### src/rtl/two_phase_bus_arbiter_if.sv
// Upstream and downstream two-phase handshake bundle for the round-robin bus arbiter.
// The slave modport is the arbiter's view; master is the requester/bus-slave environment.
interface two_phase_bus_arbiter_if #(
  parameter int unsigned N_REQ = 4,
  parameter int unsigned PKT_W = 32
);
  localparam int unsigned IDW = (N_REQ > 1) ? $clog2(N_REQ) : 1;

  logic [N_REQ-1:0]       in_req;
  logic [N_REQ-1:0]       in_ack;
  logic [N_REQ*PKT_W-1:0] in_data;
  logic                   out_req;
  logic                   out_ack;
  logic [PKT_W-1:0]       out_data;
  logic [IDW-1:0]         grant_id;
  logic                   busy;
  logic                   timeout_err;

  modport master (
    output in_req, in_data, out_ack,
    input  in_ack, out_req, out_data, grant_id, busy, timeout_err
  );

  modport slave (
    input  in_req, in_data, out_ack,
    output in_ack, out_req, out_data, grant_id, busy, timeout_err
  );
endinterface

### src/rtl/two_phase_bus_arbiter.sv
// Round-robin arbiter sharing one downstream two-phase link among N_REQ two-phase requesters.
// The upstream ack toggles only after the downstream ack returns, followed by a release bubble.
module two_phase_bus_arbiter #(
  parameter int unsigned N_REQ   = 4,
  parameter int unsigned PKT_W   = 32,
  parameter int unsigned TIMEOUT = 255
) (
  input  logic                      clk,
  input  logic                      rst,
  two_phase_bus_arbiter_if.slave    bus
);
  localparam int unsigned IDW   = (N_REQ > 1) ? $clog2(N_REQ) : 1;
  localparam int unsigned CNT_W = 8;
  localparam logic [CNT_W-1:0] TO_CNT = CNT_W'(TIMEOUT);

  typedef enum logic [1:0] {IDLE, WAIT_ACK, RELEASE} state_e;

  state_e             state_q, state_d;
  logic [N_REQ-1:0]   in_ack_q, in_ack_d;
  logic               out_req_q, out_req_d;
  logic [PKT_W-1:0]   out_data_q, out_data_d;
  logic [IDW-1:0]     grant_q, grant_d;
  logic [IDW-1:0]     last_q, last_d;
  logic               busy_q, busy_d;
  logic               err_q, err_d;
  logic [CNT_W-1:0]   cnt_q, cnt_d;

  logic [N_REQ-1:0]   pending;
  logic [IDW-1:0]     cand;
  logic [IDW-1:0]     sel;
  logic               found;
  logic [PKT_W-1:0]   pkt [N_REQ];

  for (genvar g = 0; g < N_REQ; g++) begin : g_unpack
    assign pkt[g] = bus.in_data[g*PKT_W +: PKT_W];
  end

  always_comb begin
    state_d    = state_q;
    in_ack_d   = in_ack_q;
    out_req_d  = out_req_q;
    out_data_d = out_data_q;
    grant_d    = grant_q;
    last_d     = last_q;
    busy_d     = busy_q;
    err_d      = err_q;
    cnt_d      = cnt_q;
    cand       = '0;
    sel        = '0;
    found      = 1'b0;

    // Round-robin search starting just after the most recent grant.
    pending = bus.in_req ^ in_ack_q;
    for (int k = 1; k <= int'(N_REQ); k++) begin
      cand = IDW'((int'(last_q) + k) % int'(N_REQ));
      if (!found && pending[cand]) begin
        found = 1'b1;
        sel   = cand;
      end
    end

    case (state_q)
      IDLE: begin
        if (found) begin
          out_data_d = pkt[sel];
          out_req_d  = ~out_req_q;
          grant_d    = sel;
          last_d     = sel;
          busy_d     = 1'b1;
          cnt_d      = '0;
          state_d    = WAIT_ACK;
        end
      end
      WAIT_ACK: begin
        if (bus.out_ack == out_req_q) begin
          in_ack_d[grant_q] = ~in_ack_q[grant_q];
          state_d           = RELEASE;
        end else begin
          // Watchdog saturates at the limit; the error is sticky and the transfer keeps waiting.
          if (cnt_q != TO_CNT) cnt_d = cnt_q + CNT_W'(1);
          if (cnt_d == TO_CNT) err_d = 1'b1;
        end
      end
      RELEASE: begin
        busy_d  = 1'b0;
        state_d = IDLE;
      end
      default: state_d = IDLE;
    endcase
  end

  always_ff @(posedge clk) begin
    if (rst) begin
      state_q    <= IDLE;
      in_ack_q   <= '0;
      out_req_q  <= 1'b0;
      out_data_q <= '0;
      grant_q    <= '0;
      last_q     <= IDW'(N_REQ - 1);
      busy_q     <= 1'b0;
      err_q      <= 1'b0;
      cnt_q      <= '0;
    end else begin
      state_q    <= state_d;
      in_ack_q   <= in_ack_d;
      out_req_q  <= out_req_d;
      out_data_q <= out_data_d;
      grant_q    <= grant_d;
      last_q     <= last_d;
      busy_q     <= busy_d;
      err_q      <= err_d;
      cnt_q      <= cnt_d;
    end
  end

  assign bus.in_ack      = in_ack_q;
  assign bus.out_req     = out_req_q;
  assign bus.out_data    = out_data_q;
  assign bus.grant_id    = grant_q;
  assign bus.busy        = busy_q;
  assign bus.timeout_err = err_q;
endmodule

### src/flat_wrapper.sv
// flat-port wrapper written by rule: the top's interface ports become plain ports
module two_phase_bus_arbiter_flat 
#(
  parameter int unsigned N_REQ   = 4,
  parameter int unsigned PKT_W   = 32,
  parameter int unsigned TIMEOUT = 255
)
  (clk, rst, bus_in_req, bus_in_data, bus_out_ack, bus_in_ack, bus_out_req, bus_out_data, bus_grant_id, bus_busy, bus_timeout_err);
  two_phase_bus_arbiter_if #(.N_REQ(N_REQ), .PKT_W(PKT_W)) bus_i ();
  input  logic clk;
  input  logic rst;
  input wire logic [$bits(bus_i.in_req)-1:0] bus_in_req;
  input wire logic [$bits(bus_i.in_data)-1:0] bus_in_data;
  input wire logic [$bits(bus_i.out_ack)-1:0] bus_out_ack;
  output wire logic [$bits(bus_i.in_ack)-1:0] bus_in_ack;
  output wire logic [$bits(bus_i.out_req)-1:0] bus_out_req;
  output wire logic [$bits(bus_i.out_data)-1:0] bus_out_data;
  output wire logic [$bits(bus_i.grant_id)-1:0] bus_grant_id;
  output wire logic [$bits(bus_i.busy)-1:0] bus_busy;
  output wire logic [$bits(bus_i.timeout_err)-1:0] bus_timeout_err;
  assign bus_i.in_req = bus_in_req;
  assign bus_i.in_data = bus_in_data;
  assign bus_i.out_ack = bus_out_ack;
  assign bus_in_ack = bus_i.in_ack;
  assign bus_out_req = bus_i.out_req;
  assign bus_out_data = bus_i.out_data;
  assign bus_grant_id = bus_i.grant_id;
  assign bus_busy = bus_i.busy;
  assign bus_timeout_err = bus_i.timeout_err;
  two_phase_bus_arbiter #(.N_REQ(N_REQ), .PKT_W(PKT_W), .TIMEOUT(TIMEOUT)) u_core (.clk(clk), .rst(rst), .bus(bus_i));
endmodule
### config.mk
export PLATFORM = sky130hd
export DESIGN_NAME = two_phase_bus_arbiter_flat
export DESIGN_NICKNAME = d
export VERILOG_FILES = /design/src/rtl/two_phase_bus_arbiter_if.sv /design/src/rtl/two_phase_bus_arbiter.sv /design/src/flat_wrapper.sv
export SDC_FILE = /design/constraint.sdc
export NUM_CORES = 1
export LEC_CHECK = 0
export BUFFER_PORTS_ARGS = -buffer_cell sky130_fd_sc_hd__buf_2
export CAP_MARGIN = 20
export CORE_MARGIN = 2
export CORE_UTILIZATION = 48
export DETAILED_ROUTE_END_ITERATION = 6
export PLACE_DENSITY_LB_ADDON = 0.3
export SETUP_SLACK_MARGIN = 0.1
export SLEW_MARGIN = 5
export SYNTH_ARGS = -nofsm -noshare
export SYNTH_HDL_FRONTEND = slang
export SYNTH_SLANG_ARGS = --single-unit
### constraint.sdc
create_clock -name clk -period 3.5 [get_ports clk]
set_input_delay 0.175 -clock clk [delete_from_list [all_inputs] [get_ports clk]]
set_output_delay 0.175 -clock clk [all_outputs]
set_load 0.01 [all_outputs]
After elaboration in Yosys (flattened, before gate mapping):

Cells that the tools add are included.

* output and inout port bits: 41
* bits of input ports: 135
* logic and storage cells: 85
* bits in registers: 53

* order comparisons: 7
* bitwise logic cells: 5
* eq/ne operators: 8
* multiplexer cells: 35
* reduce and logical (&&, ||, !) cells: 16
* add/subtract/negate cells: 5

Operators with widths (number)
* binary-select mux 32 bit (select 2 bit): 1
* two-way mux 32 bit: 2
* two-way mux 8 bit: 5
* case mux 8 bit (2 select lines): 1
* < comparator 2 x 3 -> 1 bit (second input constant): 5
* two-way mux 2 bit: 6
* two-way mux 1 bit: 11
* binary-select mux 1 bit (select 2 bit): 5
* adder 8 x 1 -> 8 bit (second input constant): 1
* == test 8 bit (second input constant): 1
* != test 8 bit (second input constant): 1
* AND reduction 2 bit: 4
* AND reduction 3 bit: 2
* adder 2 x 1 -> 2 bit (second input constant): 2
* adder 2 bit (second input constant): 2
* bitwise mux 4 bit: 1
* logical AND 1 bit: 4
* != test 2 x 1 -> 1 bit (second input constant): 2
* case mux 2 bit (2 select lines): 1
* nonzero test 2 bit: 2
* bitwise XOR 4 bit: 1
* greater-or-equal comparator 3 bit (second input constant): 1
* logical NOT 1 bit: 3
* NOT 1 bit: 3
* other kinds (9): 9

Longest topological paths before layout:

* depth in word-level cells: 17
* depth in mapped cells: 7
* mapped depth without buffers: 6

Least setup slack after synthesis:

Ideal clock, no wire load.

* path kind: reg-to-reg
* start: register u_core.in_ack_q[3], in the netlist u_core.bus.in_ack[3]
* end: register u_core.out_data_q[14], in the netlist u_core.bus.out_data[14]
* cell stages (with the launch flop): 8
* library setup time: 86 ps
* clock period less this slack: 1875 ps
* setup slack: 1625 ps
* arrival: 1789 ps
* buffers on the path: 2
* required time: 3414 ps
* cell sequence: dfxtp_1 xor2_1 nor2_1 or3_1 and3_1 buf_6 buf_12 a221oi_2

* cells in the longest elaborated chain, start to end: 17
* elaborated cells on any way between the ends: 28
* those cells by class: mux: 19; bitwise: 2; reduce/logical: 7

Ends and longest elaborated chain
* start, declared: RTL line two_phase_bus_arbiter.sv:19 `logic [N_REQ-1:0] in_ack_q, in_ack_d;`
* start signal, assigned: RTL line two_phase_bus_arbiter.sv:105 `in_ack_q <= in_ack_d;`
* bitwise XOR 4 bit (*): RTL line two_phase_bus_arbiter.sv:53 `pending = bus.in_req ^ in_ack_q;`
* binary-select mux 1 bit (select 2 bit): RTL line two_phase_bus_arbiter.sv:56 `if (!found && pending[cand]) begin`
* two-way mux 1 bit (not written as such): RTL line two_phase_bus_arbiter.sv:56
* two-way mux 1 bit: RTL line two_phase_bus_arbiter.sv:56
* logical NOT 1 bit: RTL line two_phase_bus_arbiter.sv:56
* logical AND 1 bit: RTL line two_phase_bus_arbiter.sv:56
* two-way mux 1 bit: RTL line two_phase_bus_arbiter.sv:56
* logical NOT 1 bit: RTL line two_phase_bus_arbiter.sv:56
* logical AND 1 bit: RTL line two_phase_bus_arbiter.sv:56
* two-way mux 1 bit: RTL line two_phase_bus_arbiter.sv:56
* logical NOT 1 bit: RTL line two_phase_bus_arbiter.sv:56
* logical AND 1 bit: RTL line two_phase_bus_arbiter.sv:56
* two-way mux 2 bit: RTL line two_phase_bus_arbiter.sv:56
* NOT 2 -> 3 bit (not written as such): RTL line two_phase_bus_arbiter.sv:65 `out_data_d = pkt[sel];`
* binary-select mux 32 bit (select 2 bit): RTL line two_phase_bus_arbiter.sv:65
* two-way mux 32 bit (not written as such) (2 in series): RTL line two_phase_bus_arbiter.sv:65
* end signal, assigned: RTL line two_phase_bus_arbiter.sv:107 `out_data_q <= out_data_d;`
* end, declared: RTL line two_phase_bus_arbiter.sv:21 `logic [PKT_W-1:0] out_data_q, out_data_d;`

Mark *: on every way between the ends. The rest lies on a longest branch, timed or not. The select of a mux whose other input is x is not followed.
A chain may end at the register's enable or synchronous reset.

Final worst setup path:

* start: register u_core.in_ack_q[3], in the netlist u_core.bus.in_ack[3]
* end: register u_core.out_data_q[5], in the netlist u_core.bus.out_data[5]

Same word-level chain as after synthesis.

==> results.md <==
* Worst Tran Pin Value at 0.928 ns
* Vias at 3,105
* CTS resizes at 0
* Routed wire length at 8570 µm
* Design area at 4090 µm²
* Hold Buf Count CTS at 0
* Ports at 176
* CTS sink cnt at 53
* Synth warn at 0
* Grt ovf at 0
* Crit path capture type: flip-flop
* Delay of the slowest critical-path stage at 0.50 ns
* Hpwl dp at 6430 µm
* Mapped Cells at 321
* Tmin final at 2.33 ns
* Largest area contributor in the netlist: dfxtp_1
* Synth Area per Inst at 9.65 µm²
* Leak at 2.02 nW
* Number of enable flip-flop cells after synthesis at 0
* CTS tree: done
* Most frequent cells in the layout: buf_2 (175), mux2i_1 (65), dfxtp_1 (53)
* Post-CTS Setup Repair Bufs at 0
* Most Used Layer, Global Route: met2
* Synth area leaders: dfxtp_1 (34%), mux2i_1 (21%), a221oi_2 (4.8%)
* Pins over their slew limit at 0
* Tcrit/Tclk final at 66.4%
* Met1 track demand over resource at 28.6%
* DR vias/cell at 5.50
* Worst-skew pair later-pin latency at 0.30 ns
* Syn_nets at 457
* Root Driver: clkbuf_8
* Synth Register Bits at 53
* Tot GR Track Use at 24.4%
* Nets@finish at 623
* Total power at 2.49 mW
* Row count at 29
* Clk_skew at 0.00986 ns
* Slew margin rel. at 38.1%
* First DRT Iteration DRCs at 156
* Synth Cell Area at 3100 µm²
* Post-synthesis sequential area ratio at 34.3%
* Setup TNS at 0 ns
* Hold Violations, Final at 0
* Maximum fanout along the worst path at 38
* DR WL/cell at 15.2 µm
* CTS Buf Count at 5
* Required time of the worst setup path at 3.72 ns
* Top cell type's share of synthesized area at 34.3%
* Die Y at 84.3 µm
* CP Cell Sequence: xnor2_1, o221ai_1, a21oi_4, buf_4, mux2i_1, a221oi_1
* Commonest non-fill, non-tap cell in the layout: buf_2
* Main synth FF type: dfxtp_1
* RSZ-0062 raised after global routing: false
* First-pass GRT wire length at 14,100 µm
* First-pass DRT Iterations at 4
* H-tree depth at 2
* Initial antenna violation count at 0
* Met3 Use GR at 5.31%
* Clock slew at reported path FFs at 0.10 ns
* Post-synth cell types at 44
* Worst EP arrival at 2.54 ns
* Startpoint types: flip-flop
* Max Freq at 0.430 GHz
* Worst ir drop on vdd at 0.458 mV
* Asr flop ratio synth at 0%
* Die area at 7110 µm²
* Core footprint at 6280 µm²
* Layout cell share with drive strength beyond 1 at 42.2%
* Outcome: complete, no violations
* Crit Path Category: flip-flop to flip-flop
* Max_cap viols at 0
* Hold Path Class: primary input to flip-flop
* Drt drc at 0
* Cell Area, Placed at 3980 µm²
* Vias in the first global route at 3,016
* Critical path's slowest cell: buf_4
* Final Wtd Congestion at 0.831
* Max clock buf depth at 2
* PwrDens at 608 nW/µm²
* Final setup viols at 0
* Area delta synth->final at 32.2%
* GRT met2 Usage at 44.7%
* Initial Utilization at 49.3%
* Diodes inserted at 0
* Antenna-violating nets left at 0
* Largest net degree at the start of global routing at 42
* Die W at 84.3 µm
* Port Buffers at 175
==> metrics by stage <==
step / hold slack (ns) / utilization (%) / worst slack (ns) / instances
4_1_cts: 0.178 / 65.0 / 1.19 / 564
3_3_place_gp: 0.438 / 63.4 / 1.23 / 556
5_1_grt: 0.187 / 65.2 / 1.02 / 565
6_report: 0.181 / 65.2 / 1.17 / 565
3_5_place_dp: 0.443 / 63.4 / 1.20 / 556
2_1_floorplan: 0.375 / - / 1.62 / 321
==> layout make-up <==
| class | count | area, µm² |
|---|---|---|
| fill | 541 | 2180 |
| multi-input combinational | 242 | 1900 |
| sequential | 53 | 1060 |
| timing repair buffer | 180 | 917 |
| clock buffer | 7 | 96.3 |
| tap | 77 | 96.3 |
| inverter | 5 | 18.8 |
| clock inverter | 1 | 5.00 |
==> layer usage <==
| metal | vias to the layer above | routed length (µm) |
|---|---|---|
| met4 | 0 | 93 |
| met5 | - | 0 |
| met2 | 113 | 4420 |
| met3 | 8 | 599 |
| li1 | 1558 | - |
| met1 | 1426 | 3450 |
==> power breakdown <==
group / total [mW] / internal (mW) / switching, mW
registers: 0.863 / 0.763 / 0.100
logic: 1.25 / 0.559 / 0.695
clock network: 0.373 / 0.179 / 0.194
total: 2.49 / 1.50 / 0.989
==> state kept, by name (all words and copies together) (netlist names) <==
name and cells:
u_core.bus.out_data 32, u_core.cnt_q 8, u_core.bus.in_ack 4, u_core.bus.grant_id 2, u_core.last_q 2, u_core.state_q 2, u_core.bus.busy 1, u_core.bus.out_req 1
u_core.bus.timeout_err 1
==> worst max-delay path, delay by kind of cell, from the launching register on <==
family / cells / cell delay, ns
XOR/XNOR: 1 / 0.41
flip-flops: 1 / 0.36
buffers and inverters: 1 / 0.50
multiplexers: 1 / 0.18
AO/OA/AOI/OAI: 3 / 0.75
==> worst paths after layout <==
check	startpoint	slack (ns)	depth (start not counted)	to
setup reg to reg	u_core.bus.in_ack[3]	1.17	6	u_core.bus.out_data[5]
hold / removal	bus_in_data[114]	0.18	3	u_core.bus.out_data[18]
setup / recovery	u_core.bus.in_ack[3]	1.17	6	u_core.bus.out_data[5]
hold reg to reg	u_core.bus.out_data[18]	0.46	2	u_core.bus.out_data[18]
==> cells in the mapped netlist (all sizes together), types with 4 or more instances <==
| cell type | count |
|---|---|
| a211oi | 5 |
| a21oi | 10 |
| a221oi | 17 |
| and3 | 5 |
| buf | 13 |
| clkbuf | 8 |
| dfxtp | 53 |
| inv | 5 |
| mux2i | 65 |
| nand2 | 25 |
| nand4 | 4 |
| nor2 | 21 |
| nor3 | 4 |
| o21ai | 5 |
| o21bai | 17 |
| o221ai | 17 |
| xnor2 | 10 |
| xor2 | 5 |
==> cells by family (layout without fill, tap and decap cells) <==
| family | Yosys count | in the layout | synth area share, % |
|---|---|---|---|
| compound gates | 85 | 85 | 23.1 |
| simple gates | 75 | 75 | 11.4 |
| mux | 66 | 66 | 21.4 |
| flops | 53 | 53 | 34.3 |
| buf+inv | 26 | 193 | 5.05 |
| xor+xnor | 15 | 15 | 4.49 |
| fa+ha+maj | 1 | 1 | 0.404 |
Power figures use the tool's default switching activity.
